`config.mk`:
```
export PLATFORM = sky130hd
export DESIGN_NAME = pulse_sync_sched_flat
export DESIGN_NICKNAME = d
export VERILOG_FILES = /design/src/rtl/pulse_sync_sched_if.sv /design/src/rtl/pulse_sync_sched.sv /design/src/flat_wrapper.sv
export SDC_FILE = /design/constraint.sdc
export NUM_CORES = 1
export LEC_CHECK = 0
export BUFFER_PORTS_ARGS = -buffer_cell sky130_fd_sc_hd__buf_4
export CAP_MARGIN = 10
export CORE_MARGIN = 4
export CORE_UTILIZATION = 27
export CTS_CLUSTER_SIZE = 10
export DETAILED_ROUTE_END_ITERATION = 6
export PLACE_DENSITY_LB_ADDON = 0.08
export SETUP_SLACK_MARGIN = 0.15
export SLEW_MARGIN = 25
export SYNTH_ARGS = -nofsm -noshare
export SYNTH_HDL_FRONTEND = slang
export SYNTH_SLANG_ARGS = --single-unit
```
`constraint.sdc`:
```
create_clock -name clk -period 4.5 [get_ports clk]
set_clock_uncertainty 0.05 [all_clocks]
set_input_delay 1.125 -clock clk [delete_from_list [all_inputs] [get_ports clk]]
set_output_delay 1.125 -clock clk [all_outputs]
set_load 0.01 [all_outputs]
```
`src/rtl/pulse_sync_sched_if.sv`:
```
// Handshake bundle between event sources and the pulse-crossing scheduler.
// The scheduler connects through the slave modport; the source side uses master.
interface pulse_sync_sched_if #(
  parameter int unsigned NUM_REQ = 4
);
  localparam int unsigned ID_W = (NUM_REQ > 1) ? $clog2(NUM_REQ) : 1;

  logic                en;
  logic [NUM_REQ-1:0]  req;
  logic [NUM_REQ-1:0]  ovf_clr;
  logic [NUM_REQ-1:0]  ack;
  logic                sync_pulse;
  logic [ID_W-1:0]     sync_id;
  logic                busy;
  logic [NUM_REQ-1:0]  pend;
  logic [NUM_REQ-1:0]  ovf;

  modport master (
    output en, req, ovf_clr,
    input  ack, sync_pulse, sync_id, busy, pend, ovf
  );

  modport slave (
    input  en, req, ovf_clr,
    output ack, sync_pulse, sync_id, busy, pend, ovf
  );
endinterface

```
`src/rtl/pulse_sync_sched.sv`:
```
// Round-robin scheduler sharing one fast-to-slow pulse channel among NUM_REQ sources.
// Define PULSE_SYNC_SCHED_OVF_EN to implement the sticky coalesce (ovf) flags.
module pulse_sync_sched #(
  parameter int unsigned NUM_REQ    = 4,
  parameter int unsigned PULSE_LEN  = 2,
  parameter int unsigned GAP_CYCLES = 8
) (
  input logic               clk,
  input logic               rst,
  pulse_sync_sched_if.slave bus
);
  localparam int unsigned ID_W    = (NUM_REQ > 1) ? $clog2(NUM_REQ) : 1;
  localparam int unsigned CNT_MAX = (PULSE_LEN > GAP_CYCLES) ? PULSE_LEN : GAP_CYCLES;
  localparam int unsigned CNT_W   = $clog2(CNT_MAX + 1);

  typedef enum logic [1:0] {StIdle, StPulse, StGap} state_e;

  state_e             state_q, state_d;
  logic [CNT_W-1:0]   cnt_q, cnt_d;
  logic [ID_W-1:0]    last_q, last_d;
  logic [ID_W-1:0]    id_q, id_d;
  logic [NUM_REQ-1:0] pend_q, pend_d;
  logic [NUM_REQ-1:0] ack_q, ack_d;
  logic               pulse_q, pulse_d;
  logic               busy_q, busy_d;

  logic [NUM_REQ-1:0] grant_vec;
  logic [ID_W-1:0]    win;
  logic [ID_W-1:0]    idx;
  logic               found;

  // First pending source after the previous winner, wrapping around.
  always_comb begin
    win   = last_q;
    idx   = '0;
    found = 1'b0;
    for (int unsigned off = 1; off <= NUM_REQ; off++) begin
      idx = ID_W'((32'(last_q) + off) % NUM_REQ);
      if (!found && pend_q[idx]) begin
        found = 1'b1;
        win   = idx;
      end
    end
  end

  always_comb begin
    state_d   = state_q;
    cnt_d     = cnt_q;
    last_d    = last_q;
    id_d      = id_q;
    grant_vec = '0;
    unique case (state_q)
      StIdle: begin
        if (bus.en && found) begin
          state_d        = StPulse;
          cnt_d          = CNT_W'(PULSE_LEN - 1);
          grant_vec[win] = 1'b1;
          last_d         = win;
          id_d           = win;
        end
      end
      StPulse: begin
        if (cnt_q == '0) begin
          state_d = StGap;
          cnt_d   = CNT_W'(GAP_CYCLES - 1);
        end else begin
          cnt_d = cnt_q - 1'b1;
        end
      end
      StGap: begin
        if (cnt_q == '0) begin
          state_d = StIdle;
        end else begin
          cnt_d = cnt_q - 1'b1;
        end
      end
      default: begin
        state_d = StIdle;
        cnt_d   = '0;
      end
    endcase
  end

  // A request on its own grant edge is a fresh event, so it re-arms pend.
  always_comb begin
    pend_d  = bus.req | (pend_q & ~grant_vec);
    ack_d   = grant_vec;
    pulse_d = (state_d == StPulse);
    busy_d  = (state_d != StIdle);
  end

  always_ff @(posedge clk or posedge rst) begin
    if (rst) begin
      state_q <= StIdle;
      cnt_q   <= '0;
      last_q  <= ID_W'(NUM_REQ - 1);
      id_q    <= '0;
      pend_q  <= '0;
      ack_q   <= '0;
      pulse_q <= 1'b0;
      busy_q  <= 1'b0;
    end else begin
      state_q <= state_d;
      cnt_q   <= cnt_d;
      last_q  <= last_d;
      id_q    <= id_d;
      pend_q  <= pend_d;
      ack_q   <= ack_d;
      pulse_q <= pulse_d;
      busy_q  <= busy_d;
    end
  end

`ifdef PULSE_SYNC_SCHED_OVF_EN
  logic [NUM_REQ-1:0] ovf_q, ovf_d, ovf_set;

  // Set wins over a same-edge clear.
  always_comb begin
    ovf_set = bus.req & pend_q & ~grant_vec;
    ovf_d   = (ovf_q & ~bus.ovf_clr) | ovf_set;
  end

  always_ff @(posedge clk or posedge rst) begin
    if (rst) begin
      ovf_q <= '0;
    end else begin
      ovf_q <= ovf_d;
    end
  end

  assign bus.ovf = ovf_q;
`else
  logic unused_ovf_clr;
  assign unused_ovf_clr = ^bus.ovf_clr;
  assign bus.ovf        = '0;
`endif

  assign bus.ack        = ack_q;
  assign bus.sync_pulse = pulse_q;
  assign bus.sync_id    = id_q;
  assign bus.busy       = busy_q;
  assign bus.pend       = pend_q;
endmodule

```
`src/flat_wrapper.sv`:
```
// flat-port wrapper written by rule: the top's interface ports become plain ports
module pulse_sync_sched_flat 
#(
  parameter int unsigned NUM_REQ    = 4,
  parameter int unsigned PULSE_LEN  = 2,
  parameter int unsigned GAP_CYCLES = 8
)
  (clk, rst, bus_en, bus_req, bus_ovf_clr, bus_ack, bus_sync_pulse, bus_sync_id, bus_busy, bus_pend, bus_ovf);
  pulse_sync_sched_if #(.NUM_REQ(NUM_REQ)) bus_i ();
  input logic clk;
  input logic rst;
  input wire logic [$bits(bus_i.en)-1:0] bus_en;
  input wire logic [$bits(bus_i.req)-1:0] bus_req;
  input wire logic [$bits(bus_i.ovf_clr)-1:0] bus_ovf_clr;
  output wire logic [$bits(bus_i.ack)-1:0] bus_ack;
  output wire logic [$bits(bus_i.sync_pulse)-1:0] bus_sync_pulse;
  output wire logic [$bits(bus_i.sync_id)-1:0] bus_sync_id;
  output wire logic [$bits(bus_i.busy)-1:0] bus_busy;
  output wire logic [$bits(bus_i.pend)-1:0] bus_pend;
  output wire logic [$bits(bus_i.ovf)-1:0] bus_ovf;
  assign bus_i.en = bus_en;
  assign bus_i.req = bus_req;
  assign bus_i.ovf_clr = bus_ovf_clr;
  assign bus_ack = bus_i.ack;
  assign bus_sync_pulse = bus_i.sync_pulse;
  assign bus_sync_id = bus_i.sync_id;
  assign bus_busy = bus_i.busy;
  assign bus_pend = bus_i.pend;
  assign bus_ovf = bus_i.ovf;
  pulse_sync_sched #(.NUM_REQ(NUM_REQ), .PULSE_LEN(PULSE_LEN), .GAP_CYCLES(GAP_CYCLES)) u_core (.clk(clk), .rst(rst), .bus(bus_i));
endmodule
```
After elaboration in Yosys (flattened, before gate mapping)
Cells that the tools add are included.
W data, S select, Z words.
{ "totals": {"regBits": 20, "in_bits": 11, "out_inout_bits": 16, "wordCells": 68} }
{ "classes": {"addsub": 5, "magnitude_cmp": 6, "n_eq_ne": 5, "muxes": 28, "bitwise_logic": 3, "reduce_logical": 13} }
{ "ops": {"columns": ["cell", "n"], "rows": [
  ["$mux W4", 5],
  ["$lt A2 B3 Y1 const B", 5],
  ["$mux W2", 7],
  ["$pmux W4 S3", 1],
  ["$mux W1", 9],
  ["$bmux W1 S2", 4],
  ["$pmux W2 S3", 1],
  ["$logic_and A1 B1 Y1", 5],
  ["$add A2 B1 Y2 const B", 2],
  ["$add A2 B2 Y2 const B", 2],
  ["$and A4 B4 Y4", 1],
  ["$eq A2 B1 Y1 const B", 2],
  ["$logic_not A4 Y1", 1],
  ["$not A4 Y4", 1],
  ["$or A4 B4 Y4", 1],
  ["$reduce_and A2 Y1", 2],
  ["$sub A4 B1 Y4 const B", 1],
  ["$logic_not A1 Y1", 3],
  ["$demux W1 S2", 1],
  ["$eq A2 B2 Y1 const B", 1],
  ["$ge A2 B1 Y1 const B", 1],
  ["$logic_not A2 Y1", 1],
  ["$ne A2 B1 Y1 const B", 1],
  ["$ne A2 B2 Y1 const B", 1],
  ["$reduce_bool A2 Y1", 1]
]} }

Logic depth before layout (Yosys ltp)
{ "logic_depth": {"word_depth": 22, "depth_mapped": 6, "depth_no_buf": 6} }

Least setup slack after synthesis
OpenSTA, ideal clock, no wires.
{ "synth_path": {"path_type": "in2reg", "from": "input bus_en", "to": "register u_core.pend_q[2], in the netlist u_core.bus.pend[2]", "setup_ns": 0.145, "arrival_ns": 1.643, "required_ns": 4.305, "setup_slack_ns": 2.662, "path_stages": 5, "path_buffers": 1, "path_cell_list": "o41a_4 nand2_4 buf_8 nor2_1 a31oi_1"} }
{ "synth_via": {"elab_chain_cells": 6} }
{ "synth_rtl": {"columns": ["element", "line", "source"], "rows": [
  ["start: declaration", "flat_wrapper.sv:12", "input wire logic [$bits(bus_i.en)-1:0] bus_en;"],
  ["$logic_and A1 B1 Y1", "pulse_sync_sched.sv:54", "if (bus.en && found) begin"],
  ["$mux W4", "pulse_sync_sched.sv:54", null],
  ["$mux W4", "pulse_sync_sched.sv:52", "unique case (state_q)"],
  ["$not A4 Y4", "pulse_sync_sched.sv:86", "pend_d = bus.req | (pend_q & ~grant_vec);"],
  ["$and A4 B4 Y4", "pulse_sync_sched.sv:86", null],
  ["$or A4 B4 Y4", "pulse_sync_sched.sv:86", null],
  ["named net u_core.pend_d[2]", "pulse_sync_sched.sv:22", "logic [NUM_REQ-1:0] pend_q, pend_d;"],
  ["end signal: assignment", "pulse_sync_sched.sv:107", "pend_q <= pend_d;"],
  ["end: declaration", "pulse_sync_sched.sv:22", null]
]} }
The timed path passes the listed nets, and every way through them passes these cells.
A chain may end at the register's enable or synchronous reset.

Final worst setup path
{ "layout_path": {"from": "register u_core.pend_q[1], in the netlist u_core.bus.pend[1]", "to": "output bus_pend[1]"} }
{ "layout_lines": {"columns": ["element", "line", "source"], "rows": [
  ["end: declaration", "flat_wrapper.sv:19", "output wire logic [$bits(bus_i.pend)-1:0] bus_pend;"]
]} }
No word-level cell between the ends.

==> metrics.md <==
| Metric | Value |
|---|---|
| Status | finished clean |
| Adder-Cell Fraction of Synth Area | 0.0123 |
| Die Wd | just under 70 µm |
| CP arrival | slightly above 0.9 ns |
| Yosys warns | 0 |
| Combinational cell fraction of total power | 0.406 |
| Crit-path max FO | 6 |
| Compound-Gate Fraction of Synth Area | 0.208 |
| Most frequent cells in the layout | 18 x buf_4, 18 x dfrtp_1, 13 x nor2_1 |
| Site row count | 22 |
| Non-filler instance count after layout | 170 |
| MaxCap Viol Count | 0 |
| Critical Path Source Type | register |
| Port buffer count | 18 |
| Critical Path RT | ~3.3 ns |
| RSZ-0062 raised after global routing | no |
| Largest family of logic cells by synthesized area | compound AO/OA/AOI/OAI gates |
| Root Buffer | clkbuf_8 |
| Post-route DRC | 0 |
| Sw Ratio | 0.382 |
| Layout cells sized above 1 | 0.238 |
| Post-layout util | 0.339 |
| Clk buf depth | 2 |
| Gr ovfl total | 0 |
| Final antenna-violating net count | 0 |
| Number of global-route vias before repair | ~840 |
| GPL Wtd Cong | between 0.7 and 0.8 |
| Final WL | between 2 and 2.5 mm |
| Leak Pwr | roughly 0.53 nW |
| Synth top area share | 0.443 |
| Multiplexer share of the synthesized area | 0.0221 |
| NetSw | 0.327 mW |
| CTS sink count | 20 |
| Hold Crit Class | reg2reg |
| CP Buf/Inv Count | 1 |
| Final hold slack | approximately 0.43 ns |
| Hpwl dp | ~1.5 mm |
| Int Pwr | around 0.53 mW |
| First-pass GRT wire length | slightly below 4 mm |
| Die area | slightly below 0.005 mm² |
| Initial antenna violation count | 0 |
| Reg power frac | 0.378 |
| Worst r2r path cells | 6 |
| H-tree levels | 1 |
| Post-cts sizing count | 0 |
| Max Fclk | ~0.48 GHz |
| Nets@finish | 135 |
| Routed wire per std cell | roughly 13 µm |
| # placed instances | approximately 170 |
| Final Critical Period | approximately 2.1 ns |
| Boundary Pins | 27 |
| Avg Cell Area, Syn | roughly 10 µm² |
| Overall Power | approximately 0.86 mW |
| Crit path capture type | primary output |
| Endpoints failing hold | 0 |
| Crit path cell chain | buf_4 |
| N_diodes | 0 |
| Power Density | just under 700 mW/mm² |
| Post-synth top area cell | dfrtp_1 |
| WP depth | 1 |
| CTS tree | built |
| Core region area | 0.00366 mm² |
| Period Utilization, post-route | 0.465 |
| Max Slew Vio Count | 0 |
| Pre-Repair DR Iteration Count | 4 |
| Number of register bits inferred by synthesis | 20 |
| CTS buffer count | 3 |
| Die Span Y | roughly 69 µm |
| Final setup vio count | 0 |
| Slowest stage delay, CP | about 0.48 ns |
| Least-Margin Pin Slew | slightly below 0.8 ns |
| Gate Count Post-Synth | ~100 |
| Distinct cells, synth | 32 |
| Worst path slowest cell | dfrtp_1 |
| Ys async rst share | 1.00 |
| Global Route Usage Sum | 0.0988 |
| Top cells by area, synth | dfrtp_1 44%, dfstp_2 5.2%, nor2_1 4.8%, o21ai_0 4.4%, a31oi_1 3.1% |
| Clock-pin slew on the worst setup and hold paths | ~0.080 ns |
| Seq/Total Area, Yosys | 0.494 |
| Max VDD drop | between 0.00015 and 0.0002 V |
| Area Overhead vs Synth | 22.1% |
| Cell Area, Synth | roughly 0.0010 mm² |
| Largest net degree at the start of global routing | 21 |
| Simple-gate share of the synthesized area | 0.172 |
| Setup bufs post-CTS | 0 |
| Xor/xnor cell area share of the yosys netlist | 0.0172 |
| Critical path type | reg2out |
| Starting DRT DRC Count | 40 |
| Worst hold path depth | 2 |
| Starting Density | 0.278 |
| Via-per-instance ratio | around 4.8 |
| Hold buffers post-CTS | 0 |
| Clk_lat worst skew | 0.26 ns |
| Relative slew slack | 0.484 |
| Top Family by Delay on Critical Path | flip-flops |
| Clock Power Share | 0.216 |
| Post-synth top flop | dfrtp_1 |
| Number of enable flip-flop cells after synthesis | 0 |
| Final TNS setup | 0 ns |
| Vias | 812 |
==> registers in the layout, summed over array words and instances (netlist names) <==
signal                 count
u_core.state_q             2
u_core.bus.busy            1
u_core.cnt_q               4
u_core.bus.ack             4
u_core.bus.sync_pulse      1
u_core.last_q              2
u_core.bus.sync_id         2
u_core.bus.pend            4
==> metal layers <==
layer / GRT usage / wire, µm / up-vias
met3: 0.0261 / 120 / 4
met1: 0.126 / 1010 / 387
li1: - / - / 399
met4: 0.0456 / 40 / 0
met5: 0 / 0 / -
met2: 0.155 / 958 / 22
==> final timing paths <==
path | startpoint | to | slack [ns]
setup / recovery | u_core.bus.pend[1]$_DFF_PP0_ | bus_pend[1] | 2.41
hold / removal | u_core.bus.sync_id[1]$_DFFE_PP0P_ | u_core.bus.sync_id[1]$_DFFE_PP0P_ | 0.43
setup reg to reg | u_core.cnt_q[0]$_DFFE_PP0P_ | u_core.cnt_q[0]$_DFFE_PP0P_ | 2.74
hold reg to reg | u_core.bus.sync_id[1]$_DFFE_PP0P_ | u_core.bus.sync_id[1]$_DFFE_PP0P_ | 0.43
max in group asynchronous | rst | u_core.cnt_q[0]$_DFFE_PP0P_ | 2.97
min in group asynchronous | rst | u_core.bus.sync_id[1]$_DFFE_PP0P_ | 0.95
==> cell usage after synthesis (2+ instances only) <==
cell and number:
clkbuf_1 2, xnor2_1 2, nand2b_1 3, o21ai_0 9, nand2_1 5, a31oi_1 5
mux2_2 2, nor2_1 13, dfrtp_1 18, o22ai_1 5, a211oi_1 2, a21oi_1 5
nor3_1 6, dfstp_2 2, buf_4 4, inv_1 5
==> cell families (layout without fill, tap and decap cells) <==
| family | Yosys count | count (layout) |
|---|---|---|
| other cells | 1 | 4 |
| compound gates | 32 | 32 |
| mux | 2 | 2 |
| buf+inv | 12 | 27 |
| xor+xnor | 2 | 2 |
| fa+ha+maj | 1 | 1 |
| flops | 20 | 20 |
| simple gates | 34 | 34 |
==> power by group through the flow <==
stage	clock network, mW	logic [mW]	registers, mW
after CTS	0.188	0.351	0.324
after global placement	0	0.344	0.326
final	0.185	0.347	0.324
after global routing	0.195	0.396	0.337
after floorplan	0	0.256	0.313
after detailed placement	0	0.349	0.328
==> through the flow <==
step           cell area (µm²)  setup WS (ns)
2_1_floorplan             1030           2.66
3_3_place_gp              1170           2.43
3_5_place_dp              1170           2.43
4_1_cts                   1240           2.40
5_1_grt                   1240           2.35
6_report                  1240           2.41
==> cell type report <==
class / count / area (µm²)
Inverter: 5 / 18.8
Tap cell: 48 / 60.1
Clock buffer: 3 / 41.3
Fill cell: 389 / 2420
Timing Repair Buffer: 18 / 135
Clock inverter: 1 / 30.0
Multi-Input combinational cell: 75 / 454
Sequential cell: 20 / 503
No activity file was read; power rests on OpenSTA's default activity.
